--- src/rtl/conv_pkg.sv ---
// conv_pkg: definitions shared by the convolution MCU controller and its host sequencer.
//   phase_t   : MCU phase code {eop,sop}. The sequencer's FSM state register holds
//               this code directly, so the state value is also the phase output.
//   N_DEFAULT : default kernel row count. The MCU owns N+2 banks.
//   clog2     : ceiling log2, used to size the bank counters.
package conv_pkg;

    localparam int N_DEFAULT = 2;

    typedef enum logic [1:0] {
        ST_LOAD = 2'b00,
        ST_PROC = 2'b01,
        ST_OUT  = 2'b10,
        ST_IDLE = 2'b11
    } phase_t;

    function automatic int clog2(input int value);
        int res;
        int v;
        res = 0;
        v   = value - 1;
        while (v > 0) begin
            res = res + 1;
            v   = v >> 1;
        end
        return res;
    endfunction

endpackage

--- src/rtl/mcu_seq.sv ---
// mcu_seq: host-side sequencer for the convolution MCU. One i_start runs a whole image.
// The image starts with N+1 priming bank loads. Each further block loads one bank. Every
// block ends with a process phase and an output phase.
//
// Ports
//   clk, rst              : clock; asynchronous active-low reset
//   i_start               : job start, sampled in IDLE only
//   i_ncols, i_nblk       : words per bank and blocks per image, latched at start
//   i_load_vld/o_load_rdy : host load stream handshake, active in LOAD
//   o_out_vld/i_out_rdy   : consumer output stream handshake, active in OUT
//   o_sop, o_eop          : MCU phase code {eop,sop}
//   o_chblk               : one-cycle bank-advance pulse, driven from a flop
//   o_busy, o_done        : busy outside IDLE; done pulses in the first IDLE cycle
//
// state   | meaning
// --------+-------------------------------------------------------------
// ST_IDLE | waiting for i_start
// ST_LOAD | accepting bank words; chblk bubble after each full bank
// ST_PROC | datapath drains for ncols+PROC_LAT cycles
// ST_OUT  | presenting output words; chblk bubble after the last word
module mcu_seq
    import conv_pkg::*;
#(
    parameter int N        = N_DEFAULT,
    parameter int COL_W    = 10,
    parameter int PROC_LAT = 4
) (
    input  logic             clk,
    input  logic             rst,
    input  logic             i_start,
    input  logic [COL_W-1:0] i_ncols,
    input  logic [7:0]       i_nblk,
    input  logic             i_load_vld,
    output logic             o_load_rdy,
    output logic             o_out_vld,
    input  logic             i_out_rdy,
    output logic             o_sop,
    output logic             o_eop,
    output logic             o_chblk,
    output logic             o_busy,
    output logic             o_done
);

    localparam int BW = clog2(N + 2);
    localparam int PW = COL_W + 1;
    localparam logic [COL_W-1:0] COL_ONE = COL_W'(1);

    phase_t           state, state_nx;
    logic [COL_W-1:0] ncols_r, ncols_nx;
    logic [7:0]       nblk_r, nblk_nx;
    logic [COL_W-1:0] col_cnt, col_nx;
    logic [BW-1:0]    bank_cnt, bank_nx;
    logic [BW-1:0]    banks_to_load, btl_nx;
    logic [7:0]       blk_cnt, blk_nx;
    logic [PW-1:0]    proc_cnt, proc_nx;
    logic             chblk_nx;
    logic             done_nx;
    logic             last_col;

    assign last_col = (col_cnt == ncols_r - COL_ONE);
    assign {o_eop, o_sop} = state;

    always_comb begin
        state_nx = state;
        ncols_nx = ncols_r;
        nblk_nx  = nblk_r;
        col_nx   = col_cnt;
        bank_nx  = bank_cnt;
        btl_nx   = banks_to_load;
        blk_nx   = blk_cnt;
        proc_nx  = proc_cnt;
        chblk_nx = 1'b0;
        done_nx  = 1'b0;
        case (state)
            ST_IDLE: begin
                if (i_start) begin
                    ncols_nx = i_ncols;
                    nblk_nx  = i_nblk;
                    blk_nx   = '0;
                    btl_nx   = BW'(N + 1);
                    // An empty image finishes on the spot, without leaving IDLE.
                    if (i_ncols == '0 || i_nblk == '0)
                        done_nx = 1'b1;
                    else
                        state_nx = ST_LOAD;
                end
            end
            ST_LOAD: begin
                if (o_chblk) begin
                    if (bank_cnt == banks_to_load) begin
                        state_nx = ST_PROC;
                        bank_nx  = '0;
                        // The down-counter expires after exactly ncols+PROC_LAT cycles.
                        proc_nx  = PW'(ncols_r) + PW'(PROC_LAT - 1);
                    end
                end else if (i_load_vld && o_load_rdy) begin
                    if (last_col) begin
                        col_nx   = '0;
                        bank_nx  = bank_cnt + BW'(1);
                        chblk_nx = 1'b1;
                    end else begin
                        col_nx = col_cnt + COL_ONE;
                    end
                end
            end
            ST_PROC: begin
                if (proc_cnt == '0)
                    state_nx = ST_OUT;
                else
                    proc_nx = proc_cnt - PW'(1);
            end
            ST_OUT: begin
                if (o_chblk) begin
                    if (blk_cnt == nblk_r) begin
                        state_nx = ST_IDLE;
                        done_nx  = 1'b1;
                    end else begin
                        state_nx = ST_LOAD;
                        btl_nx   = BW'(1);
                    end
                end else if (i_out_rdy && o_out_vld) begin
                    if (last_col) begin
                        col_nx   = '0;
                        blk_nx   = blk_cnt + 8'd1;
                        chblk_nx = 1'b1;
                    end else begin
                        col_nx = col_cnt + COL_ONE;
                    end
                end
            end
            default: state_nx = ST_IDLE;
        endcase
    end

    // Handshake outputs are derived from the next state and the next chblk value, so
    // they are registered together with the state and line up with it.
    always_ff @(posedge clk or negedge rst) begin
        if (!rst) begin
            state         <= ST_IDLE;
            ncols_r       <= '0;
            nblk_r        <= '0;
            col_cnt       <= '0;
            bank_cnt      <= '0;
            banks_to_load <= '0;
            blk_cnt       <= '0;
            proc_cnt      <= '0;
            o_chblk       <= 1'b0;
            o_load_rdy    <= 1'b0;
            o_out_vld     <= 1'b0;
            o_busy        <= 1'b0;
            o_done        <= 1'b0;
        end else begin
            state         <= state_nx;
            ncols_r       <= ncols_nx;
            nblk_r        <= nblk_nx;
            col_cnt       <= col_nx;
            bank_cnt      <= bank_nx;
            banks_to_load <= btl_nx;
            blk_cnt       <= blk_nx;
            proc_cnt      <= proc_nx;
            o_chblk       <= chblk_nx;
            o_load_rdy    <= (state_nx == ST_LOAD) && !chblk_nx;
            o_out_vld     <= (state_nx == ST_OUT) && !chblk_nx;
            o_busy        <= (state_nx != ST_IDLE);
            o_done        <= done_nx;
        end
    end

endmodule

--- config.mk ---
export PLATFORM = sky130hd
export DESIGN_NAME = mcu_seq
export DESIGN_NICKNAME = d
export VERILOG_FILES = /design/src/rtl/conv_pkg.sv /design/src/rtl/mcu_seq.sv
export SDC_FILE = /design/constraint.sdc
export NUM_CORES = 1
export LEC_CHECK = 0
export CORE_UTILIZATION = 45
export DETAILED_ROUTE_END_ITERATION = 6
export PLACE_DENSITY = 0.63
export SYNTH_ARGS = -nofsm -noshare
export SYNTH_HDL_FRONTEND = slang
export SYNTH_SLANG_ARGS = --single-unit
--- constraint.sdc ---
create_clock -name clk -period 4.8 [get_ports clk]
set_input_delay 0.96 -clock clk [delete_from_list [all_inputs] [get_ports clk]]
set_output_delay 0.96 -clock clk [all_outputs]
set_load 0.01 [all_outputs]
==> impl_results.md <==
- Synthesized area per cell: 8.41 µm²
- CTS Buf Count: 9
- Final Max Tran Viols: 0
- Internal Pwr Total: approximately 1000 µW
- Wire per inst: about 16 µm
- Worst Setup Start Kind: flop
- Clock H-tree levels: 3
- Number of global-route vias before repair: 2,997
- R2R setup slack: 1350 ps
- Final Hold Fails: 0
- Layout Skew: 11.0 ps
- Setup Viol. Count Final: 0
- Clock share of power: a little over a quarter
- Worst-Margin Slew: 1080 ps
- Total gr overflow: 0
- Leak: approximately 0.0017 µW
- Hold Path Stages: 1
- Initial DRC count: 146
- Post-synthesis cell count: 411
- Area leader, netlist: dfrtp_1
- Critical Path AT: around 3700 ps
- First-pass GRT wire length: 14,300 µm
- GP Congestion: 0.790
- Commonest cells after routing, fill and taps aside: 84 x nand2_1, 56 x dfrtp_1, 39 x o21ai_0, 28 x nor2_1, 28 x clkdlybuf4s50_1
- Top FF cell, synth: dfrtp_1
- Kind of critical path: flop to flop
- DR DRC count: 0
- RSZ-0062 raised after global routing: false
- Final period utilization: 71.9%
- Io pins: 30
- Layout area overhead: 14.5%
- Area contributors post-synth: dfrtp_1 41%, nand2_1 9.1%, o21ai_0 5.6%
- Final WL: 8380 µm
- Post-synth EDFFs: 0
- Vert. Die Dim: ~90 µm
- Total Nets Final: 459
- TritonCTS clock tree: done
- Max cap viols: 0
- Crit path largest cell delay: approximately 760 ps
- CP max-delay cell: nor2_1
- Hold slack final: 490 ps
- Synth Register Bits: 58
- # Post-CTS Setup Buffers: 0
- Initial Utilization: 47.2%
- Peak Freq: 0.290 GHz
- Post-synth top area share: 40.5%
- Clock root cell: clkbuf_8
- Area of the mapped netlist: roughly 3500 µm²
- Placed Instances: 520
- Gr usage total: 23.9%
- Worst slew margin: 27.7%
- Minimum clock period: ~3400 ps
- PwrDens: 399 nW/µm²
- Synth Warn #: 0
- Power share of the sequential group: 46.0%
- Largest net degree at the start of global routing: 59
- Final antenna-violating net count: 0
- Site row count: 31
- Clk slew on worst S/H paths: about 70 ps
- Worst R2R End: col_cnt[0]$_DFFE_PN0P_
- PostCTS Resize Cnt: 0
- Status: finished, final reports clean
- Hold path start: banks_to_load[0]$_DFFE_PN0P_
- Maximum vdd drop: about 0.00022 V
- Fin Setup TNS: 0 ps
- CTS Hold Bufs: 0
- Clock sink count: just under 60
- Hold Crit Class: flop to flop
- Post-synthesis sequential area ratio: 42.0%
- Switching Fraction: 36.5%
- Initial antenna violation count: 0
- P_sw: 576 µW
- DIE AREA: 8040 µm²
- Share of cells above drive strength 1: under 10%
- Most common cell after layout, fill and taps aside: nand2_1
- Logic pwr share: 27.6%
- Pre-antenna DRT Iters: 4
- Clock Path Buffers: 2
- Crit-path cells: inv_1, ha_1, o21ba_2, a221oi_1, a41oi_1, or4_4, nor2_1, nor2_1, mux2_2
- Core region area: 7330 µm²
- CP Data Required Time: 5040 ps
- Clk_lat worst skew: roughly 350 ps
- I/O Buffers: 29
- R2R depth: 9
- Worst path most repeated cell: nor2_1
- Non-Filler Instances: ~540
- Max Fanout on Critical Path: 15
- Worst Hold End: banks_to_load[0]$_DFFE_PN0P_
- Syn nets: 438
- Ant. Diodes: 0
- Post-DP HPWL: 6030 µm
- Total number of vias: 3,036
- Vias/cell: between 5 and 6
- Ys async rst share: 100%
- Netlist cell types: between 50 and 60
- Die width: 89.7 µm
- CP Capture Type: flop
- Worst r2r src: ncols_r[0]$_DFFE_PN0P_
-- sequential cells by signal, indices dropped and copies added, names as in the netlist --
register       flops
state              2
nblk_r             8
o_load_rdy         1
col_cnt           10
ncols_r           10
bank_cnt           2
o_chblk            1
proc_cnt          11
blk_cnt            8
o_done             1
o_out_vld          1
o_busy             1
banks_to_load      2
-- cell usage after synthesis, types with 2 or more instances --
cell type,instances
nand4_1,6
xor2_1,14
a31oi_1,5
o21ai_0,39
dfrtp_1,56
nor4_1,6
o41ai_1,3
inv_1,8
nor2_1,28
xnor2_1,17
a22o_1,6
nor3_1,15
or4_1,4
nor2b_1,4
buf_2,3
and3_1,8
or2_2,3
ha_1,4
or4_4,2
nand2_1,84
dfstp_2,2
o21bai_1,2
or3_1,4
nand2b_1,3
clkbuf_1,14
a211o_1,2
o22ai_1,2
a21oi_1,22
nand3_1,12
a311oi_1,2
mux2i_1,5
-- metrics by stage --
step / area (µm²) / util [%] / total power (µW) / worst slack, ps
after floorplan: 3460 / - / 1040 / 2060
after global placement: 3780 / 51.6 / 1160 / 1500
after detailed placement: 3780 / 51.6 / 1170 / 1340
after CTS: 3960 / 54.0 / 1590 / 1330
after global routing: 3960 / 54.0 / 1690 / 1030
final: 3960 / 54.0 / 1580 / 1350
-- kinds of logic after synthesis --
kind of cell             Yosys count  synth area share (%)
multiplexers                       6                  1.77
adder cells (fa/ha/maj)            4                  1.45
XOR/XNOR                          31                  7.85
flip-flops                        58                  42.0
AO/OA/AOI/OAI                     95                  16.9
buffers and inverters             28                  3.47
AND/OR/NAND/NOR                  189                  26.6
-- layer usage --
layer | up-vias | global-route usage, % | wire, µm
met2 | 53 | 38.1 | 3890
met4 | 0 | 8.37 | 202
met5 | - | 0 | 0
met3 | 19 | 6.86 | 315
li1 | 1499 | - | -
met1 | 1465 | 31.1 | 3970
-- worst max-delay path, delay by kind of cell (launching register included) --
family / cells / cell delay, ps
AOI/OAI and AO/OA: 3 / 610
adders and majority gates: 1 / 360
buffers and inverters: 1 / 90
DFF: 1 / 470
muxes: 1 / 340
and+or+nand+nor: 3 / 1470
-- layout make-up --
cell class	count	area, µm²
Inverter	8	30.0
Clock buffer	14	163
Multi-Input combinational cell	325	1880
Tap cell	99	124
Fill cell	686	3370
Clock inverter	2	12.5
Sequential cell	58	1450
Timing Repair Buffer	30	293
-- worst max-delay path by stage --
stage / slack [ps] / to / start
2_1_floorplan: 2060 / blk_cnt[5]$_DFFE_PN0P_ / ncols_r[0]$_DFFE_PN0P_
3_3_place_gp: 1500 / col_cnt[0]$_DFFE_PN0P_ / ncols_r[0]$_DFFE_PN0P_
3_5_place_dp: 1340 / col_cnt[0]$_DFFE_PN0P_ / ncols_r[0]$_DFFE_PN0P_
4_1_cts: 1330 / col_cnt[0]$_DFFE_PN0P_ / ncols_r[0]$_DFFE_PN0P_
5_1_grt: 1030 / col_cnt[0]$_DFFE_PN0P_ / ncols_r[0]$_DFFE_PN0P_
6_report: 1350 / col_cnt[0]$_DFFE_PN0P_ / ncols_r[0]$_DFFE_PN0P_
-- power groups by stage --
stage / sequential, µW / clock (µW) / combinational, µW
global route: 744 / 444 / 498
CTS: 726 / 424 / 439
finish: 727 / 417 / 437
detailed placement: 735 / 0 / 436
floorplan: 656 / 0 / 380
global placement: 732 / 0 / 428
Power figures use the tool's default switching activity.
